--- src/rtl/dmem_pkg.sv ---
// Shared definitions for the data-memory load/store unit: geometry, FSM encoding, op codes.
package dmem_pkg;

  localparam int DMEM_AW = 6;
  localparam int DMEM_DW = 16;
  localparam int DMEM_LW = 3;

  typedef enum logic [2:0] {
    ST_IDLE = 3'd0,
    ST_WR   = 3'd1,
    ST_RD   = 3'd2,
    ST_RCAP = 3'd3,
    ST_RSP  = 3'd4
  } lsu_state_e;

  localparam logic LSU_OP_LOAD  = 1'b0;
  localparam logic LSU_OP_STORE = 1'b1;

endpackage

--- src/rtl/dmem_lsu.sv ---
// Load/store initiator for the 64x16 data memory: sequences burst fills and loads one word per
// access and hides the memory's registered-read latency behind a backpressured response stream.
module dmem_lsu
  import dmem_pkg::*;
#(
  parameter int AW = DMEM_AW,
  parameter int DW = DMEM_DW,
  parameter int LW = DMEM_LW
) (
  input  logic          clk,
  input  logic          rst,
  input  logic          req_valid,
  output logic          req_ready,
  input  logic          req_we,
  input  logic [AW-1:0] req_addr,
  input  logic [LW-1:0] req_len,
  input  logic [DW-1:0] req_wdata,
  output logic          rsp_valid,
  input  logic          rsp_ready,
  output logic [DW-1:0] rsp_data,
  output logic          rsp_last,
  output logic          wr_done,
  output logic          busy,
  output logic          mem_wr_en,
  output logic          mem_rd_en,
  output logic [AW-1:0] mem_addr,
  output logic [DW-1:0] mem_wdata,
  input  logic [DW-1:0] mem_rdata
);

  lsu_state_e    r_state;
  logic [AW-1:0] r_addr;
  logic [LW-1:0] r_cnt;
  logic [DW-1:0] r_wdata;
  logic [DW-1:0] r_rsp_data;
  logic          r_rsp_last;
  logic          r_wr_done;

  logic          w_accept;
  logic          w_cnt_zero;
  logic          w_in_wr;
  logic          w_in_rd;

  assign w_accept   = req_valid && (r_state == ST_IDLE);
  assign w_cnt_zero = (r_cnt == {LW{1'b0}});
  assign w_in_wr    = (r_state == ST_WR);
  assign w_in_rd    = (r_state == ST_RD);

  // Burst sequencer: address/count tracking, read capture and the wr_done pulse.
  always_ff @(posedge clk or posedge rst) begin
    if (rst) begin
      r_state    <= ST_IDLE;
      r_addr     <= {AW{1'b0}};
      r_cnt      <= {LW{1'b0}};
      r_wdata    <= {DW{1'b0}};
      r_rsp_data <= {DW{1'b0}};
      r_rsp_last <= 1'b0;
      r_wr_done  <= 1'b0;
    end else begin
      r_wr_done <= 1'b0;
      case (r_state)
        ST_IDLE: begin
          if (w_accept) begin
            r_addr  <= req_addr;
            r_cnt   <= req_len;
            r_wdata <= req_wdata;
            r_state <= (req_we == LSU_OP_STORE) ? ST_WR : ST_RD;
          end else begin
            r_state <= ST_IDLE;
          end
        end
        ST_WR: begin
          if (w_cnt_zero) begin
            r_state   <= ST_IDLE;
            r_wr_done <= 1'b1;
          end else begin
            r_addr <= r_addr + AW'(1);
            r_cnt  <= r_cnt - LW'(1);
          end
        end
        ST_RD: begin
          r_state <= ST_RCAP;
        end
        // Memory data is valid here, one cycle after the read strobe.
        ST_RCAP: begin
          r_rsp_data <= mem_rdata;
          r_rsp_last <= w_cnt_zero;
          r_state    <= ST_RSP;
        end
        ST_RSP: begin
          if (rsp_ready) begin
            if (w_cnt_zero) begin
              r_state <= ST_IDLE;
            end else begin
              r_addr  <= r_addr + AW'(1);
              r_cnt   <= r_cnt - LW'(1);
              r_state <= ST_RD;
            end
          end else begin
            r_state <= ST_RSP;
          end
        end
        default: begin
          r_state <= ST_IDLE;
        end
      endcase
    end
  end

  // Memory port decoded from registered state only, so it collapses immediately on reset.
  assign mem_wr_en = w_in_wr;
  assign mem_rd_en = w_in_rd;
  assign mem_addr  = (w_in_wr || w_in_rd) ? r_addr : {AW{1'b0}};
  assign mem_wdata = w_in_wr ? r_wdata : {DW{1'b0}};

  assign req_ready = (r_state == ST_IDLE);
  assign busy      = (r_state != ST_IDLE);
  assign rsp_valid = (r_state == ST_RSP);
  assign rsp_data  = r_rsp_data;
  assign rsp_last  = r_rsp_last;
  assign wr_done   = r_wr_done;

endmodule

--- config.mk ---
export PLATFORM = sky130hd
export DESIGN_NAME = dmem_lsu
export DESIGN_NICKNAME = d
export VERILOG_FILES = /design/src/rtl/dmem_pkg.sv /design/src/rtl/dmem_lsu.sv
export SDC_FILE = /design/constraint.sdc
export NUM_CORES = 1
export LEC_CHECK = 0
export BUFFER_PORTS_ARGS = -buffer_cell sky130_fd_sc_hd__buf_2
export CORE_MARGIN = 3
export CORE_UTILIZATION = 48
export DETAILED_ROUTE_END_ITERATION = 8
export PLACE_DENSITY = 0.79
export SYNTH_ARGS = -nofsm -noshare
export SYNTH_HDL_FRONTEND = slang
export SYNTH_SLANG_ARGS = --single-unit
--- constraint.sdc ---
create_clock -name clk -period 2.2 [get_ports clk]
set_clock_uncertainty 0.15 [all_clocks]
set_input_delay 0.33 -clock clk [delete_from_list [all_inputs] [get_ports clk]]
set_output_delay 0.33 -clock clk [all_outputs]
set_load 0.005 [all_outputs]
==> results of run 1 <==
final timing paths:
check	from	endpoint	slack, ns	cells after the start
min in group asynchronous	rst	r_wdata[14]	0.37	3
max in group asynchronous	rst	r_state[2]	0.99	4
max	r_cnt[0]	r_addr[0]	0.13	8
max reg2reg	r_cnt[0]	r_addr[0]	0.13	8
min	rsp_ready	r_state[2]	0.09	2
min reg2reg	r_cnt[2]	r_cnt[2]	0.34	2
synth_stat cells:
library cell	number	area (um2)
mux2_2	35	394
and2_1	23	144
clkbuf_1	1	3.75
a211o_1	2	17.5
o31ai_1	2	15.0
buf_2	5	25.0
nor2_1	8	30.0
dfrtp_1	46	1150
mux2i_1	4	40.0
nor3b_1	5	37.5
nand3_1	3	15.0
and3b_1	1	8.76
nand2b_1	2	12.5
xnor2_1	1	8.76
inv_1	10	37.5
o21ai_1	2	10.0
o22a_1	2	17.5
a221o_1	1	10.0
ha_1	3	37.5
nor4b_4	1	23.8
buf_4	3	22.5
a211oi_2	1	12.5
nor3_1	2	10.0
nor4b_1	1	8.76
o22ai_1	2	12.5
a21oi_2	1	8.76
a21oi_1	6	30.0
nand3b_2	1	11.3
and3_1	1	6.26
and4_1	1	8.76
nand2_1	5	18.8
per-layer routing:
metal / vias to the layer above / routed length [um] / global-route usage (%) / part of all wire (%)
met5: - / 0 / 0 / 0
met4: 0 / 61 / 4.23 / 1.3
met3: 8 / 400 / 6.43 / 8.5
met2: 67 / 2220 / 31.2 / 47
met1: 803 / 2010 / 23.6 / 43
li1: 838 / - / - / -
through the flow:
stage	instance area (um2)	util (%)
6_report	2940	70.0
5_1_grt	2940	70.0
4_1_cts	2900	69.1
3_5_place_dp	2760	65.6
3_3_place_gp	2760	65.6
2_1_floorplan	2190	-
logic make-up after synthesis:
| family | after synthesis | share of synthesized area (%) |
|---|---|---|
| DFF | 46 | 52.6 |
| and+or+nand+nor | 54 | 15.3 |
| AOI/OAI and AO/OA | 19 | 6.11 |
| adders and majority gates | 3 | 1.71 |
| buffers and inverters | 19 | 4.06 |
| muxes | 39 | 19.8 |
| xor gates and xnor gates | 1 | 0.400 |
timing repair:
action	4_1_cts	5_1_grt
endpoints found under the hold margin	14	0
buffers inserted	0	3
pin swaps	1	2
hold buffers	1	0
endpoints found under the setup margin	9	18
gates resized for setup	2	4
gates cloned	1	0
power by group:
group,internal [W],switching [W]
logic,0.00124,0.00101
clock network,0.000334,0.000279
registers,0.00128,0.000250
total,0.00285,0.00154
worst max-delay path: cells and delay by family, from the launching register on:
family,cells,cell delay (ns)
simple gates,2,0.20
buf+inv,2,0.27
flops,1,0.41
fa+ha+maj,2,0.39
compound gates,2,0.54
cells in the final DEF, fill, tap and decap left out, types with 3 or more instances in the layout:
master    count
a21oi_1       6
nand3_1       3
inv_1         9
nor3b_1       5
mux2_2       35
ha_1          3
mux2i_1       4
nand2_1       5
nor2_1        7
buf_2        90
dfrtp_1      45
clkbuf_8      5
and2_1       23
buf_4        16
registers in the layout (all words and copies together), names as in the netlist:
register and count:
rsp_data 16, wr_done 1, r_wdata 16, r_cnt 3
rsp_last 1, r_state 3, r_addr 6
cell type report:
class,instances,area [um2],area share (%)
Clock buffer,5,68.8,2.34
Tap cell,50,62.6,2.13
Inverter,10,37.5,1.28
Clock inverter,3,40.0,1.36
Sequential cell,46,1150,39.2
Timing Repair Buffer,108,592,20.1
Multi-Input combinational cell,117,987,33.6
==> flow_summary.toml, run 1 <==
[layout]
syn_to_final_growth_pct = 34.3
drive_gt1_share_pct = 55.0
stdcell_count = 339
final_nets = 337
fillerInstances = 302
antenna_cells = 0

[timing]
worst_pin_slew_ns = 0.638
finalCriticalPeriod_ns = 2.07
relSlewSlack_pct = 57.4
fin_ws_ns = 0.134
clock.fmax_mhz = 484
min_period_over_period_pct = 93.9
hold_slack_ns = 0.0858
maxSlewViolCount = 0
hold_violations = 0
setup_viol = 0
fin_tns_setup_ns = 0
rsz0062_at_grt = "true"

[logic_synthesis]
synth_cell_type_count = 31
synth_warnings = 0
avgSynthCellArea_um2 = 12.1
synth-seq-cells = 46
syn_area_um2 = 2190
seq_area_frac_synth_pct = 52.6
syn_inst = 181
synth_nets = 230

[cts]
clockBufferDepth = 2
cts.sinks = 46
clock_latency_ns = 0.29
cts_root_buffer = "clkbuf_8"
htree_levels = 2
cts_made_buffers = 5
cts_tree = "done"
path_clk_slew_ns = 0.08

[die]
die_y_um = 73.5
start_util_pct = 52.1
coreArea_um2 = 4200
ioPinCount = 91
rows = 23
die_w_um = 73.5
dieArea_um2 = 5410

[flow_run]
drv_cap = 0

[critical_path]
worst_path_largest_cell_delay_ns = 0.41
criticalPathCategory = "flip-flop to flip-flop"
cp-start-kind = "flip-flop"
crit_fanout = 9
critPathMostFrequentCell = "ha_1"
crit_path_end_kind = "flip-flop"
required_ns = 2.23
crit_path_cell_trace = "inv_1 > ha_1 > ha_1 > nor2_1 > a211oi_4 > buf_4 > nor3b_1 > a211o_1"
slowest_stage = "dfrtp_1"
cp_data_arrival_time_ns = 2.10

[global_routing]
grt_pass1_vias = 1745
antenna_found_initial = 0
grt_pass1_wl_um = 7850
grt-ovfl-total = 0
grt_usage_pct = 18.8
grt_max_degree = 19

[drt]
drt_wl_total_um = 4690
drt_first_pass_iters = 4
antenna_left = 0
drtIter0Drc = 67
vias = 1716
viasPerCell = 5.06
wire_per_inst_um = 13.8
drc = 0

[place]
pre_cts_ws_ns = -0.318
place.gp.congestion = 0.747
dp.cells = 326
dp_hpwl_um = 3520
io_buffers = 90

[worst_hold_path]
holdCritPathClass = "primary input to flip-flop"

[pwr]
powerDensity_nw_per_um2 = 1490
p_leak_nw = 1.50
irDropWorstVdd_mv = 0.848
power.total_w = 0.00439

[run_status]
status = "completed"
(Power assumes the default switching activity.)
==> run 2: changes to the inputs <==
--- a/config.mk
+++ b/config.mk
@@ -5,11 +5,13 @@
 export SDC_FILE = /design/constraint.sdc
 export NUM_CORES = 1
 export LEC_CHECK = 0
+export ABC_AREA = 1
 export BUFFER_PORTS_ARGS = -buffer_cell sky130_fd_sc_hd__buf_2
+export CAP_MARGIN = 15
 export CORE_MARGIN = 3
-export CORE_UTILIZATION = 48
+export CORE_UTILIZATION = 47
 export DETAILED_ROUTE_END_ITERATION = 8
-export PLACE_DENSITY = 0.79
+export PLACE_DENSITY = 0.78
 export SYNTH_ARGS = -nofsm -noshare
 export SYNTH_HDL_FRONTEND = slang
 export SYNTH_SLANG_ARGS = --single-unit
==> flow_summary.toml, run 2 <==
[run_status]
status = "completed"

[drt]
drt_wl_total_um = 4540
drtIter0Drc = 76
wire_per_inst_um = 11.6
drc = 0
drt_first_pass_iters = 4
vias = 1881
antenna_left = 0
viasPerCell = 4.82

[pwr]
p_seq_share_pct = 36.4
irDropWorstVdd_mv = 0.757
p_leak_nw = 1.57
power.total_w = 0.00407
powerDensity_nw_per_um2 = 1460
p_int_w = 0.00245
pwr-share-comb_pct = 48.1
p_clk_share_pct = 15.6
p_sw_share_pct = 39.7
switchingPower_w = 0.00162

[logic_synthesis]
synth_top_area_share_pct = 53.1
seq_area_frac_synth_pct = 53.1
synth_most_common_cell = "dfrtp_1"
synth-seq-cells = 46
muxShareOfSynthArea_pct = 8.32
synth_top_family_by_area = "simple AND/OR/NAND/NOR gates"
synth_xor_area_share_pct = 0.809
synthSimpleGateAreaFrac_pct = 19.2
syn_area_um2 = 2170
synth_compound_area_share_pct = 8.03
synth_commonest_cells = "dfrtp_1 (46), nor2_1 (41), nand2_1 (39)"
ys.flop_type = "dfrtp_1"
synth_area_leader_cell = "dfrtp_1"
synth-adder-area-share_pct = 1.73
synthArstFlopShare_pct = 100
ys_top_cells_by_area = "dfrtp_1 (53%), mux2_2 (8.3%), nor2_1 (7.1%), nand2_1 (6.8%), inv_1 (5.9%)"
synth_warnings = 0
synth_nets = 294
synth_edf_count = 0
synth_cell_type_count = 26
syn_inst = 245
avgSynthCellArea_um2 = 8.84

[timing]
fin_tns_setup_ns = 0
finalCriticalPeriod_ns = 2.04
clock.fmax_mhz = 489
hold_violations = 0
min_period_over_period_pct = 92.9
setup_viol = 0
rsz0062_at_grt = "false"
worst_pin_slew_ns = 0.517
relSlewSlack_pct = 65.5
maxSlewViolCount = 0

[cts]
cts_tree = "done"
cts_made_buffers = 5
clock_latency_ns = 0.30
post-cts-setup-buffers = 0
clockBufferDepth = 2
cts_root_buffer = "clkbuf_8"
path_clk_slew_ns = 0.09
htree_levels = 2
cts.sinks = 46

[die]
coreArea_um2 = 4410
die_y_um = 73.9
ioPinCount = 91
rows = 24
start_util_pct = 49.1
dieArea_um2 = 5460
die_w_um = 73.9

[layout]
fillerInstances = 390
drive_gt1_share_pct = 37.3
stdcell_area_um2 = 2800
antenna_cells = 0
syn_to_final_growth_pct = 29.1
final_common_cell = "buf_2"
layout_common_cells = "buf_2 (90), dfrtp_1 (46), nor2_1 (41), nand2_1 (39), inv_1 (33)"
final_nets = 386

[critical_path]
reg2reg_from = "r_state[0]"
slowest_stage = "dfrtp_1"
cp_data_arrival_time_ns = 1.56
worst_path_largest_cell_delay_ns = 0.49
cp-start-kind = "flip-flop"
crit_fanout = 18
r2r_end = "r_cnt[0]"
criticalPathCategory = "flip-flop to output port"
crit_path_end_kind = "output port"
ff2ff_setup_slack_ns = 0.46
crit_path_cell_trace = "inv_2 > nand3_1 > buf_4 > nor2_1 > buf_2"
r2r_cells = 8
startpoint = "r_state[2]"
required_ns = 1.72

[flow_run]
drv_cap = 0

[place]
io_buffers = 90
dpl_cell_area_um2 = 2660
dp_hpwl_um = 3470
place.gp.congestion = 0.831

[global_routing]
grt_max_degree = 34
antenna_found_initial = 0
grt-ovfl-total = 0
grt_usage_pct = 17.9
grt_pass1_wl_um = 7620
grt_pass1_vias = 1821

[worst_hold_path]
hp-start = "req_we"
holdCritPathClass = "primary input to flip-flop"
worstHoldEndpoint = "r_state[1]"
whs_path_depth = 2
## run 2: cell types whose count changed in the layout (fill, tap and decap cells not counted), moves of 7 or more
cell and change:
mux2_2 -19, o21ai_0 +7, inv_1 +24, nor2_1 +34, and2_1 -23, buf_4 -14
a21oi_1 +11, nand2_1 +34
## run 2: critical path: cells and delay by family (launching register included)
kind / cells / cell delay, ns
and+or+nand+nor: 2 / 0.27
DFF: 1 / 0.49
buffers and inverters: 3 / 0.50
## run 2: per-layer routing
metal | global-route usage, % | vias to the layer above | wire, um
li1 | - | 950 | -
met3 | 5.34 | 7 | 390
met5 | 0 | - | 0
met2 | 30.8 | 63 | 2210
met1 | 21.2 | 861 | 1880
met4 | 6.04 | 0 | 57
## run 2: logic make-up after synthesis
family | count (synthesis)
multiplexers | 16
XOR/XNOR | 2
flip-flops | 46
adder cells (fa/ha/maj) | 3
AO/OA/AOI/OAI | 34
AND/OR/NAND/NOR | 99
buffers and inverters | 45
## run 2: what timing repair did
item | CTS | global route
resized for setup | 0 | 2
endpoints found under the setup margin | 0 | 6
hold endpoints to repair | 22 | 0
hold buffers | 1 | 0
## run 2: layout make-up
cell class | instances | area (um2) | area share (%)
sequential | 46 | 1150 | 41.2
tap | 52 | 65.1 | 2.33
timing repair buffer | 94 | 495 | 17.7
inverter | 36 | 135 | 4.83
clock buffer | 5 | 68.8 | 2.46
clock inverter | 3 | 43.8 | 1.57
multi-input combinational | 154 | 837 | 29.9
## run 2: power by group through the flow
stage	combinational (W)	clock, W	sequential [W]
global placement	0.00193	0	0.00146
floorplan	0.00134	0	0.00146
CTS	0.00199	0.000656	0.00147
finish	0.00196	0.000633	0.00148
detailed placement	0.00198	0	0.00149
global route	0.00228	0.000685	0.00153
## run 2: how the worst max path moves through the flow
stage | end | slack [ns]
floorplan | mem_addr[0] | 0.60
global placement | mem_addr[2] | 0.51
detailed placement | mem_addr[4] | 0.44
CTS | mem_addr[2] | 0.1
global route | mem_addr[5] | 0.03
finish | mem_wdata[5] | 0.16
## run 2: metrics by stage
step	cells	util (%)	hold slack [ns]	worst slack, ns
final	390	63.4	0.0633	0.157
after global routing	390	63.4	0.0546	0.0320
after CTS	390	63.1	0.0512	0.0973
after detailed placement	381	60.3	0.253	0.440
after global placement	381	60.3	0.235	0.509
after floorplan	245	-	0.275	0.597
==> run 3: changes to the inputs <==
--- a/config.mk
+++ b/config.mk
@@ -8,10 +8,12 @@
 export ABC_AREA = 1
 export BUFFER_PORTS_ARGS = -buffer_cell sky130_fd_sc_hd__buf_2
 export CAP_MARGIN = 15
+export CELL_PAD_IN_SITES_DETAIL_PLACEMENT = 1
+export CELL_PAD_IN_SITES_GLOBAL_PLACEMENT = 2
 export CORE_MARGIN = 3
-export CORE_UTILIZATION = 47
+export CORE_UTILIZATION = 26
 export DETAILED_ROUTE_END_ITERATION = 8
-export PLACE_DENSITY = 0.78
+export PLACE_DENSITY = 0.77
 export SYNTH_ARGS = -nofsm -noshare
 export SYNTH_HDL_FRONTEND = slang
 export SYNTH_SLANG_ARGS = --single-unit
==> flow_summary.toml, run 3 (synthesized netlist as in run 2, its figures left out) <==
[drt]
drt_first_pass_iters = 4
viasPerCell = 4.32
antenna_left = 0
drtIter0Drc = 39
wire_per_inst_um = 12.0
vias = 1896
drc = 0
drt_wl_total_um = 5270

[cts]
cts.sinks = 46
clock_latency_ns = 0.29
cts_tree = "done"
clockBufferDepth = 2
htree_levels = 2
cts_made_buffers = 5
path_clk_slew_ns = 0.09
cts_root_buffer = "clkbuf_8"

[global_routing]
grt_max_degree = 47
grt_usage_pct = 11.6
busiest_layer = "met2"
use_met1_pct = 14.8
grt_pass1_wl_um = 9070
grt-ovfl-total = 0
met3_usage_pct = 3.16
gr-usage-met2_pct = 19.1
antenna_found_initial = 0
grt_pass1_vias = 1932

[critical_path]
crit_fanout = 18
reg2reg_from = "r_state[0]"
cp-start-kind = "flip-flop"
r2r_end = "r_cnt[0]"
r2r_cells = 8
required_ns = 1.72
crit_path_end_kind = "output port"
ff2ff_setup_slack_ns = 0.41
cp_data_arrival_time_ns = 1.53
criticalPathCategory = "flip-flop to output port"

[flow_run]
drv_cap = 0

[place]
pre_cts_ws_ns = 0.425
io_buffers = 90
dp.cells = 431
place.gp.congestion = 0.772
dp_hpwl_um = 4040

[timing]
setup_viol = 0
fin_ws_ns = 0.188
hold_violations = 0
rsz0062_at_grt = "false"
finalCriticalPeriod_ns = 2.01
min_period_over_period_pct = 91.5
clock.fmax_mhz = 497
relSlewSlack_pct = 61.3
worst_pin_slew_ns = 0.581
fin_tns_setup_ns = 0
maxSlewViolCount = 0

[layout]
drive_gt1_share_pct = 37.1
final_nets = 385
multiInputGateArea_um2 = 831
syn_to_final_growth_pct = 30.6
layout_common_cells = "buf_2 (90), dfrtp_1 (46), nor2_1 (41), nand2_1 (39), inv_1 (33)"
utilization_pct = 35.9
final_common_cell = "buf_2"
stdcell_count = 439
antenna_cells = 0
seqCellArea_um2 = 1150
fillerInstances = 979

[die]
rows = 32
dieArea_um2 = 9460
ioPinCount = 91
die_w_um = 97.3
coreArea_um2 = 7890
start_util_pct = 27.5
die_y_um = 97.3

[run_status]
status = "completed"

[pwr]
switchingPower_w = 0.00163
power.total_w = 0.00408
powerDensity_nw_per_um2 = 1440
p_seq_share_pct = 36.1
p_leak_nw = 1.55
p_sw_share_pct = 40.0
pwr-share-comb_pct = 48.6
p_int_w = 0.00245
p_clk_share_pct = 15.2
irDropWorstVdd_mv = 0.360

[worst_hold_path]
holdCritPathClass = "primary input to asynchronous set/reset pin"
## run 3: how the worst max path moves through the flow
| stage | from | end | cells past startpoint |
|---|---|---|---|
| 6_report | r_state[2] | mem_wdata[10] | 5 |
| 5_1_grt | r_state[2] | mem_addr[3] | 6 |
| 4_1_cts | r_state[2] | mem_addr[1] | 6 |
| 3_5_place_dp | r_state[0] | r_addr[5] | 8 |
| 3_3_place_gp | r_state[2] | mem_addr[4] | 6 |
| 2_1_floorplan | r_state[0] | mem_addr[0] | 6 |
## run 3: area by class of cell
class | count | share of cell area [%]
clock buffers | 6 | 2.57
clock inverters | 2 | 1.33
inverters | 36 | 4.78
multi-input cells | 154 | 29.4
flip-flops and latches | 46 | 40.7
well taps | 102 | 4.51
repair buffers | 93 | 16.7
## run 3: metal layers
layer / part of all wire, % / up-vias / routed length (um)
li1: - / 947 / -
met4: 0.91 / 0 / 48
met2: 48 / 52 / 2530
met1: 45 / 895 / 2380
met3: 5.9 / 2 / 313
met5: 0 / - / 0
## run 3: timing repair
item | in CTS | in global routing
hold endpoints to repair | 0 | 0
resized for setup | 0 | 1
setup endpoints to repair | 0 | 6
setup buffers | 0 | 0
hold buffers | 0 | 0
## run 3: stage by stage
step	hold slack, ns	instance area (um2)
4_1_cts	0.0503	2820
3_3_place_gp	0.331	2710
6_report	0.00854	2830
2_1_floorplan	0.275	2170
3_5_place_dp	0.336	2710
5_1_grt	0.0792	2830
## run 3: power groups by stage
stage	logic (W)	clock network, W	registers, W
after global placement	0.00201	0	0.00148
after CTS	0.00205	0.000651	0.00148
after detailed placement	0.00204	0	0.00149
after global routing	0.00231	0.000683	0.00153
final	0.00198	0.000621	0.00147
after floorplan	0.00134	0	0.00146
## run 3: worst max-delay path, stage by stage (launching register included)
cell,delay [ns]
dfrtp_1,0.48
inv_2,0.12
nand3_1,0.14
buf_4,0.24
nor2_1,0.12
buf_2,0.13
